$ cat config.mk
export PLATFORM = sky130hd
export DESIGN_NAME = box_muller_ctrl_flat
export DESIGN_NICKNAME = d
export VERILOG_FILES = /design/src/rtl/box_muller_pkg.sv /design/src/rtl/box_muller_ctrl_if.sv /design/src/rtl/bm_lat_timer.sv /design/src/rtl/box_muller_ctrl.sv /design/src/flat_wrapper.sv
export SDC_FILE = /design/constraint.sdc
export NUM_CORES = 1
export LEC_CHECK = 0
export ABC_AREA = 0
export CAP_MARGIN = 20
export CORE_AREA = 10 10 114 116
export DETAILED_ROUTE_END_ITERATION = 12
export DIE_AREA = 0 0 124 126
export MAX_ROUTING_LAYER = met4
export PLACE_DENSITY = 0.95
export SLEW_MARGIN = 20
export SYNTH_ARGS = -nofsm -noshare
export SYNTH_HDL_FRONTEND = slang
export SYNTH_SLANG_ARGS = --single-unit
export TNS_END_PERCENT = 50
$ cat constraint.sdc
create_clock -name clk -period 6.75 [get_ports clk]
set_input_delay 0.675 -clock clk [delete_from_list [all_inputs] [get_ports clk]]
set_output_delay 0.675 -clock clk [all_outputs]
set_load 0.01 [all_outputs]
$ cat src/rtl/box_muller_pkg.sv
`default_nettype none
// ============================================================================
// Module      : box_muller_pkg
// Description : Shared FSM state type, output width and latency defaults.
// Revision    : 1.0  initial release
// ============================================================================
package box_muller_pkg;

    localparam int DATA_W       = 32;
    localparam int ROM_LAT_DEF  = 1;
    localparam int MULT_LAT_DEF = 1;

    typedef enum logic [2:0] {
        ST_IDLE     = 3'd0,
        ST_WAIT_RNG = 3'd1,
        ST_ROM_RD   = 3'd2,
        ST_ROM_WAIT = 3'd3,
        ST_MUL_WAIT = 3'd4,
        ST_OUT      = 3'd5,
        ST_FINISH   = 3'd6
    } bm_state_e;

endpackage
`default_nettype wire

$ cat src/rtl/box_muller_ctrl_if.sv
`default_nettype none
// ============================================================================
// Module      : box_muller_ctrl_if
// Description : Valid/ready output stream carrying the Gaussian pair.
// Revision    : 1.0  initial release
// ============================================================================
interface box_muller_ctrl_if;

    logic [box_muller_pkg::DATA_W-1:0] out1;
    logic [box_muller_pkg::DATA_W-1:0] out2;
    logic                              ovr1;
    logic                              ovr2;
    logic                              out_valid;
    logic                              out_ready;

    modport master (
        output out1, out2, ovr1, ovr2, out_valid,
        input  out_ready
    );

    modport slave (
        input  out1, out2, ovr1, ovr2, out_valid,
        output out_ready
    );

endinterface
`default_nettype wire

$ cat src/rtl/bm_lat_timer.sv
`default_nettype none
// ============================================================================
// Module      : bm_lat_timer
// Description : Loadable 4-bit down-counter with a zero flag.
// Revision    : 1.0  initial release
// ============================================================================
module bm_lat_timer (
    input  wire logic       clk,
    input  wire logic       rst,
    input  wire logic       i_load,
    input  wire logic [3:0] i_load_val,
    output logic            o_zero
);

    logic [3:0] r_cnt;

    always_ff @(posedge clk or posedge rst) begin
        if (rst) begin
            r_cnt <= 4'd0;
        end else if (i_load) begin
            r_cnt <= i_load_val;
        end else if (r_cnt != 4'd0) begin
            r_cnt <= r_cnt - 4'd1;
        end
    end

    assign o_zero = (r_cnt == 4'd0);

endmodule
`default_nettype wire

$ cat src/rtl/box_muller_ctrl.sv
`default_nettype none
// ============================================================================
// Module      : box_muller_ctrl
// Description : Batch controller sequencing RNG, ROM reads and output pairs.
// Revision    : 1.0  initial release
// ============================================================================
module box_muller_ctrl
    import box_muller_pkg::*;
#(
    parameter int ROM_LAT  = ROM_LAT_DEF,
    parameter int MULT_LAT = MULT_LAT_DEF,
    parameter int CNT_W    = 16
) (
    input  wire logic              clk,
    input  wire logic              rst,
    input  wire logic              i_start,
    input  wire logic [CNT_W-1:0]  i_cfg_count,
    input  wire logic              i_rng_val1,
    input  wire logic              i_rng_val2,
    output logic                   o_re_sqrt,
    output logic                   o_re_csin,
    input  wire logic [DATA_W-1:0] i_res_sin,
    input  wire logic [DATA_W-1:0] i_res_cos,
    input  wire logic              i_ovr_sin,
    input  wire logic              i_ovr_cos,
    box_muller_ctrl_if.master      bus,
    output logic                   o_busy,
    output logic                   o_done,
    output logic [CNT_W-1:0]       o_sample_cnt,
    output logic [7:0]             o_ovr_cnt
);

    // ROM data is valid in the last ROM_WAIT cycle, the product MULT_LAT later
    localparam logic [3:0] c_ROM_LD = 4'(ROM_LAT - 1);
    localparam logic [3:0] c_MUL_LD = 4'(MULT_LAT - 1);

    bm_state_e          r_state;
    bm_state_e          w_state_nxt;
    logic [CNT_W-1:0]   r_cfg_count;
    logic [CNT_W-1:0]   r_sample_cnt;
    logic [CNT_W-1:0]   w_sample_inc;
    logic [7:0]         r_ovr_cnt;
    logic [DATA_W-1:0]  r_out1;
    logic [DATA_W-1:0]  r_out2;
    logic               r_ovr1;
    logic               r_ovr2;
    logic               w_tmr_load;
    logic [3:0]         w_tmr_val;
    logic               w_tmr_zero;
    logic               w_accept;
    logic               w_capture;
    logic               w_xfer;

    bm_lat_timer u_timer (
        .clk        (clk),
        .rst        (rst),
        .i_load     (w_tmr_load),
        .i_load_val (w_tmr_val),
        .o_zero     (w_tmr_zero)
    );

    assign w_sample_inc = r_sample_cnt + CNT_W'(1);

    always_ff @(posedge clk or posedge rst) begin
        if (rst) begin
            r_state <= ST_IDLE;
        end else begin
            r_state <= w_state_nxt;
        end
    end

    always_comb begin
        w_state_nxt = r_state;
        w_tmr_load  = 1'b0;
        w_tmr_val   = 4'd0;
        w_accept    = 1'b0;
        w_capture   = 1'b0;
        w_xfer      = 1'b0;
        case (r_state)
            ST_IDLE: begin
                if (i_start) begin
                    w_accept    = 1'b1;
                    w_state_nxt = (i_cfg_count != '0) ? ST_WAIT_RNG : ST_FINISH;
                end
            end
            ST_WAIT_RNG: begin
                if (i_rng_val1 && i_rng_val2) begin
                    w_state_nxt = ST_ROM_RD;
                end
            end
            ST_ROM_RD: begin
                w_tmr_load  = 1'b1;
                w_tmr_val   = c_ROM_LD;
                w_state_nxt = ST_ROM_WAIT;
            end
            ST_ROM_WAIT: begin
                if (w_tmr_zero) begin
                    if (MULT_LAT == 0) begin
                        w_capture   = 1'b1;
                        w_state_nxt = ST_OUT;
                    end else begin
                        w_tmr_load  = 1'b1;
                        w_tmr_val   = c_MUL_LD;
                        w_state_nxt = ST_MUL_WAIT;
                    end
                end
            end
            ST_MUL_WAIT: begin
                if (w_tmr_zero) begin
                    w_capture   = 1'b1;
                    w_state_nxt = ST_OUT;
                end
            end
            ST_OUT: begin
                if (bus.out_ready) begin
                    w_xfer      = 1'b1;
                    w_state_nxt = (w_sample_inc == r_cfg_count) ? ST_FINISH : ST_WAIT_RNG;
                end
            end
            ST_FINISH: begin
                w_state_nxt = ST_IDLE;
            end
            default: begin
                w_state_nxt = ST_IDLE;
            end
        endcase
    end

    always_ff @(posedge clk or posedge rst) begin
        if (rst) begin
            r_cfg_count  <= '0;
            r_sample_cnt <= '0;
            r_ovr_cnt    <= 8'd0;
            r_out1       <= '0;
            r_out2       <= '0;
            r_ovr1       <= 1'b0;
            r_ovr2       <= 1'b0;
        end else begin
            if (w_accept) begin
                r_cfg_count  <= i_cfg_count;
                r_sample_cnt <= '0;
                r_ovr_cnt    <= 8'd0;
            end
            if (w_capture) begin
                r_out1 <= i_res_sin;
                r_out2 <= i_res_cos;
                r_ovr1 <= i_ovr_sin;
                r_ovr2 <= i_ovr_cos;
            end
            if (w_xfer) begin
                r_sample_cnt <= w_sample_inc;
                if ((r_ovr1 || r_ovr2) && (r_ovr_cnt != 8'hFF)) begin
                    r_ovr_cnt <= r_ovr_cnt + 8'd1;
                end
            end
        end
    end

    assign o_re_sqrt     = (r_state == ST_ROM_RD);
    assign o_re_csin     = (r_state == ST_ROM_RD);
    assign o_busy        = (r_state != ST_IDLE) && (r_state != ST_FINISH);
    assign o_done        = (r_state == ST_FINISH);
    assign o_sample_cnt  = r_sample_cnt;
    assign o_ovr_cnt     = r_ovr_cnt;
    assign bus.out1      = r_out1;
    assign bus.out2      = r_out2;
    assign bus.ovr1      = r_ovr1;
    assign bus.ovr2      = r_ovr2;
    assign bus.out_valid = (r_state == ST_OUT);

endmodule
`default_nettype wire
$ cat src/flat_wrapper.sv
// flat-port wrapper written by rule: the top's interface ports become plain ports
module box_muller_ctrl_flat import box_muller_pkg::*;
#(
    parameter int ROM_LAT  = ROM_LAT_DEF,
    parameter int MULT_LAT = MULT_LAT_DEF,
    parameter int CNT_W    = 16
)
  (clk, rst, i_start, i_cfg_count, i_rng_val1, i_rng_val2, o_re_sqrt, o_re_csin, i_res_sin, i_res_cos, i_ovr_sin, i_ovr_cos, o_busy, o_done, o_sample_cnt, o_ovr_cnt, bus_out1, bus_out2, bus_ovr1, bus_ovr2, bus_out_valid, bus_out_ready);
  box_muller_ctrl_if bus_i ();
  input  wire logic clk;
  input  wire logic rst;
  input  wire logic i_start;
  input  wire logic [CNT_W-1:0] i_cfg_count;
  input  wire logic i_rng_val1;
  input  wire logic i_rng_val2;
  output logic o_re_sqrt;
  output logic o_re_csin;
  input  wire logic [DATA_W-1:0] i_res_sin;
  input  wire logic [DATA_W-1:0] i_res_cos;
  input  wire logic i_ovr_sin;
  input  wire logic i_ovr_cos;
  output logic o_busy;
  output logic o_done;
  output logic [CNT_W-1:0] o_sample_cnt;
  output logic [7:0] o_ovr_cnt;
  output wire logic [$bits(bus_i.out1)-1:0] bus_out1;
  output wire logic [$bits(bus_i.out2)-1:0] bus_out2;
  output wire logic [$bits(bus_i.ovr1)-1:0] bus_ovr1;
  output wire logic [$bits(bus_i.ovr2)-1:0] bus_ovr2;
  output wire logic [$bits(bus_i.out_valid)-1:0] bus_out_valid;
  input wire logic [$bits(bus_i.out_ready)-1:0] bus_out_ready;
  assign bus_out1 = bus_i.out1;
  assign bus_out2 = bus_i.out2;
  assign bus_ovr1 = bus_i.ovr1;
  assign bus_ovr2 = bus_i.ovr2;
  assign bus_out_valid = bus_i.out_valid;
  assign bus_i.out_ready = bus_out_ready;
  box_muller_ctrl #(.ROM_LAT(ROM_LAT), .MULT_LAT(MULT_LAT), .CNT_W(CNT_W)) u_core (.clk(clk), .rst(rst), .i_start(i_start), .i_cfg_count(i_cfg_count), .i_rng_val1(i_rng_val1), .i_rng_val2(i_rng_val2), .o_re_sqrt(o_re_sqrt), .o_re_csin(o_re_csin), .i_res_sin(i_res_sin), .i_res_cos(i_res_cos), .i_ovr_sin(i_ovr_sin), .i_ovr_cos(i_ovr_cos), .bus(bus_i), .o_busy(o_busy), .o_done(o_done), .o_sample_cnt(o_sample_cnt), .o_ovr_cnt(o_ovr_cnt));
endmodule
======== Yosys cells after proc, flatten, opt, wreduce, memory -nomap -nowiden ========
Cells that the tools add are included.
word-level totals
  register bits after elaboration ......... 113
  input bits .............................. 88
  output and inout port bits .............. 95
  word-level logic and storage cells ...... 60
cells by class
  add/sub/neg operators ................... 3
  eq/ne operators ......................... 14
  mux-type cells .......................... 22
  reductions and logical operators ........ 12
operators with widths
  cell                     count
  $mux W16                 2
  $mux W8                  3
  $mux W3                  7
  $pmux W3 S6              1
  $add A16 B1 Y16 const B  1
  $eq A16 B16 Y1           1
  $reduce_bool A16 Y1      1
  $eq A3 B3 Y1 const B     3
  $add A8 B1 Y8 const B    1
  $mux W4                  2
  $ne A8 B8 Y1 const B     1
  $eq A3 B2 Y1 const B     2
  $mux W1                  6
  $ne A2 B2 Y1 const B     3
  $reduce_and A5 Y1        1
  $logic_not A4 Y1         1
  $ne A2 B1 Y1 const B     2
  $reduce_bool A2 Y1       2
  $reduce_bool A4 Y1       1
  $sub A4 B1 Y4 const B    1
  $eq A3 B1 Y1 const B     1
  $logic_and A1 B1 Y1      3
  $logic_not A3 Y1         1
  $ne A3 B3 Y1 const B     1
  other kinds (3)          3

======== Depth between registers and ports, before layout ========
  depth after elaboration ................. 5
  gate-level depth with buffers ........... 9
  depth with buffers taken out ............ 8

======== By module ========
From an unflattened synthesis, not the netlist that was laid out.
second synthesis, totals
  cell total of the unflattened synthesis .. 480
  area, all modules ....................... 5298.8 µm²
modules (own cells, without submodules)
  module           instances  cells each  area an instance (µm²)  seq. area each (µm²)
  box_muller_ctrl  1          457         5062.4                  2727.6
  bm_lat_timer     1          23          236.5                   100.1

======== Worst setup path before layout ========
Ideal clock, no wire load.
  path type ............................... register -> register
  start ................................... register u_core.r_sample_cnt[0] (netlist: u_core.o_sample_cnt[0])
  end ..................................... register u_core.r_state[0]
  library setup time ...................... 0.118 ns
  arrival ................................. 2.085 ns
  data required time ...................... 6.632 ns
  path slack .............................. 4.547 ns
  cell stages (with the launch flop) ...... 10
  buffers on the path ..................... 1
  clock period less this slack ............ 2.203 ns
  cell sequence ........................... dfrtp_1 > ha_1 > and3_1 > buf_6 > xnor2_1 > a2111oi_2 > nand4_1 > nor3_2 > o2111ai_2 > a21o_1
on the way
  longest elaborated chain between the ends .. 5
RTL lines
  item                    RTL line                RTL
  start, declared         box_muller_ctrl.sv:40   logic [CNT_W-1:0] r_sample_cnt;
  start signal, assigned  box_muller_ctrl.sv:151  r_sample_cnt <= w_sample_inc;
  $add A16 B1 Y16         box_muller_ctrl.sv:62   assign w_sample_inc = r_sample_cnt + CNT_W'(1);
  $eq A16 B16 Y1          box_muller_ctrl.sv:117  w_state_nxt = (w_sample_inc == r_cfg_count) ? ST_FINISH : ST_WAIT_RNG;
  $mux W3                 box_muller_ctrl.sv:117
  $mux W3                 box_muller_ctrl.sv:115  if (bus.out_ready) begin
  $pmux W3 S6             box_muller_ctrl.sv:79   case (r_state)
  end signal, assigned    box_muller_ctrl.sv:68   r_state <= w_state_nxt;
  end, declared           box_muller_ctrl.sv:37   bm_state_e r_state;
Every way passes these cells. The select of a mux whose other input is x is not followed.
A chain may end at the register's enable or synchronous reset.

======== Final worst setup path ========
  start ................................... register u_core.r_state[2]
  end ..................................... output port o_re_sqrt
on the way
  longest elaborated chain between the ends .. 1
RTL lines
  item           RTL line                RTL
  $eq A3 B2 Y1   box_muller_ctrl.sv:159  assign o_re_sqrt = (r_state == ST_ROM_RD);
  end, declared  flat_wrapper.sv:16      output logic o_re_sqrt;
Every way passes these cells.

==> reports/qor.csv <==
stage,metric,value,unit
cells_and_area,Final nets,729,
placed_design,HPWL Detailed,12300,um
synthesis,Yosys reg bits,113,
cts,CTS Hold Bufs,0,
detailed_routing,initial DRC count,402,
detailed_routing,Wirelength per Cell,20.8,um
setup_path,crit-path max FO,15,
synthesis,Cells after Synth,461,
synthesis,compound-gate portion of the synthesized area,0.0766,
detailed_routing,Post-Route WL,16400,um
synthesis,mux share of post-synthesis cell area,0.150,
synthesis,Mean Syn Cell Area,11.2,sq um
grt,vias in the first global route,4755,
setup_path,WP data required,6.07,ns
cts,Clock Latency Late Sink,0.52,ns
cells_and_area,n_diodes,0,
die,die height,126,um
cts,"Setup Fix Bufs, Post-CTS",0,
cells_and_area,Non-Filler Instances,789,
timing,final period utilization,0.436,
die,row count,38,
cells_and_area,final instance area,7620,sq um
die,Core Box Area,10700,sq um
timing,skew final,0.00712,ns
die,I/O pins,183,
grt,initial antenna violation count,0,
cts,CTS tree,yes,
timing,minimum clock period,2.94,ns
timing,Final Setup Violations,0,
timing,final setup TNS,0,ns
timing,RSZ-0062 raised after global routing,false,
cts,CTS root buffer,clkbuf_8,
min_path,Hold WC Path Type,reg2reg,
cts,Sink Count,113,
synthesis,mapped cell area,5180,sq um
cts,"Clk pin slew, worst setup/hold paths",0.05,ns
grt,first-pass GRT wire length,25800,um
timing,Final Slew Violations,0,
placed_design,number of buffers added on ports,182,
die,Die W,124,um
cts,post-CTS resize count,0,
detailed_routing,final antenna-violating net count,0,
detailed_routing,final routed DRC violation total,0,
cts,H-tree depth,4,
synthesis,main combinational cell family by area after synthesis,multiplexers,
detailed_routing,First-pass DRT Iterations,5,
outcome,status,completed,
cts,Clock Path Buffers,2,
cells_and_area,share of layout cells above drive strength 1,0.140,
grt,GRT overflow,0,
power_and_ir_drop,Max VDD drop,0.000316,V
timing,Fmax achieved,0.340,GHz
timing,Tightest Pin Transition,0.956,ns
power_and_ir_drop,power per cell area,419,nW/um^2
grt,All-Layer GR Usage,0.218,
run,Max-Cap Viols,0,
detailed_routing,via count,4444,
synthesis,Async SR Flop Fraction,1.00,
synthesis,Synth cell types,53,
timing,endpoints failing hold,0,
synthesis,Synth Area in XOR/XNOR,0.0440,
cells_and_area,# fillers,707,
synthesis,post-synthesis adder-cell area fraction,0.00725,
detailed_routing,drt via density,5.63,
synthesis,Post-Synth Simple-Gate Area,0.148,
die,Initial Utilization,0.484,
cts,CTS Buf Count,17,
die,die area,15600,sq um
synthesis,share of the synthesized area in the top cell type,0.546,
synthesis,"EDFF count, synth",0,
synthesis,"Warnings, synthesis",0,
placed_design,Inst Count DP,759,
placed_design,GPL Wtd Cong,0.941,
timing,Slew HR,0.361,
power_and_ir_drop,Total Power,3.19,mW
setup_path,CP Data Arrival Time,2.27,ns
synthesis,Synth Flop Type,dfrtp_1,
synthesis,register area share after synthesis,0.546,
synthesis,Synth area leader,dfrtp_1,
placed_design,Post-DP Area,7080,sq um
power_and_ir_drop,Pleak,3.21,nW
setup_path,critical path capture point type,output port,
setup_path,critical path startpoint category,register,
cells_and_area,Synth-to-Final Area Change,47.2,%
grt,largest net degree at the start of global routing,67,
synthesis,largest cells by area after synthesis,"dfrtp_1 (55%), mux2_2 (12%), nand2_1 (5.3%)",
setup_path,WS Path Type,reg2out,
synthesis,Syn Nets,552,
## report_power, final
| group | total, mW | switching [mW] | internal (mW) | leakage [nW] |
|---|---|---|---|---|
| Clock | 0.823 | 0.287 | 0.536 | 0.271 |
| Combinational | 1.23 | 0.537 | 0.698 | 1.54 |
| Sequential | 1.13 | 0.189 | 0.944 | 1.40 |
## layout by cell type (no fill, tap or decap), types with 2 or more instances in the layout
master and n:
a31oi_1 3, inv_1 5, nor2b_1 2, ha_1 3, nor3_1 3, nand2b_1 3
clkinv_2 5, clkbuf_8 3, nor2_1 21, bufinv_16 2, xnor2_1 13, nand3_1 16
mux2_1 13, mux2_2 55, a211oi_1 2, dfrtp_1 113, a21o_1 2, o41ai_1 3
clkbuf_16 16, nand4_1 10, nor4_1 8, o21ai_1 7, clkbuf_1 4, o211ai_1 2
xor2_1 13, a21oi_1 8, nand2_1 73, o31ai_1 6, and3_1 4, o21ai_0 17
and4_1 2, and2_1 5, clkdlybuf4s50_1 182
## final cells by class
cell class | count | area (sq um) | share of cell area
flip-flops and latches | 113 | 2830 | 0.371
multi-input cells | 317 | 2220 | 0.291
repair buffers | 183 | 1830 | 0.240
clock buffers | 23 | 457 | 0.0600
well taps | 140 | 175 | 0.0230
clock inverters | 7 | 85.1 | 0.0112
inverters | 6 | 25.0 | 0.00329
## flip-flops by register name, indices dropped and copies added (netlist names)
name,flops
u_core.bus.out1,32
u_core.bus.out2,32
u_core.bus.ovr1,1
u_core.bus.ovr2,1
u_core.o_ovr_cnt,8
u_core.o_sample_cnt,16
u_core.r_cfg_count,16
u_core.r_state,3
u_core.u_timer.r_cnt,4
## path summary, 6_finish.rpt
path                                         from                endpoint  slack, ns  cells past startpoint
setup / recovery                u_core.r_state[2]               o_re_sqrt       3.81                      2
hold / removal             u_core.r_cfg_count[15]  u_core.r_cfg_count[15]       0.50                      2
setup reg to reg           u_core.o_sample_cnt[0]       u_core.r_state[0]       4.13                      8
hold reg to reg            u_core.r_cfg_count[15]  u_core.r_cfg_count[15]       0.50                      2
max in group asynchronous                     rst     u_core.bus.out1[11]       4.92                      3
min in group asynchronous                     rst     u_core.bus.out1[19]       0.62                      2
## layer usage
metal  global-route usage  routed length [um]  part of all wire  vias up
met3                0.112                2130              0.13       28
met5                    -                   0                 0        -
met2                0.341                7920              0.48      262
li1                     -                   -                 -     1977
met1                0.239                6070              0.37     2177
met4               0.0603                 277             0.017        0
## critical path, cell delays in order, from the launching register on
cell	delay, ns
dfrtp_1	0.56
nor3b_1	0.53
clkdlybuf4s50_1	0.66
## cell usage after synthesis, drive strengths merged, types with 2 or more instances
library cell,count
mux2,68
o41ai,3
and2,6
inv,6
and4,2
ha,3
clkbuf,13
nor2b,2
nand3,17
a211oi,2
dfrtp,113
nand2,73
xor2,13
a31oi,3
nor2,21
o211ai,2
xnor2,13
nor3,4
a21o,2
and3,4
nand2b,3
a21oi,8
nor4,9
nand4,11
buf,12
o31ai,6
o21ai,24
## per-stage QoR
step / hold slack (ns) / setup slack (ns) / utilization
after floorplan: 0.466 / 3.09 / -
after global placement: 0.476 / 4.05 / 0.661
after detailed placement: 0.484 / 3.92 / 0.661
after CTS: 0.499 / 3.80 / 0.712
after global routing: 0.518 / 3.71 / 0.712
final: 0.496 / 3.81 / 0.712
## cells by family (layout without fill, tap and decap cells)
group / Yosys count / count (layout)
AND/OR/NAND/NOR: 159 / 159
flip-flops: 113 / 113
multiplexers: 69 / 69
AO/OA/AOI/OAI: 60 / 60
buffers and inverters: 31 / 219
XOR/XNOR: 26 / 26
adder cells (fa/ha/maj): 3 / 3
Note: power is estimated with default switching activity, not from simulation.
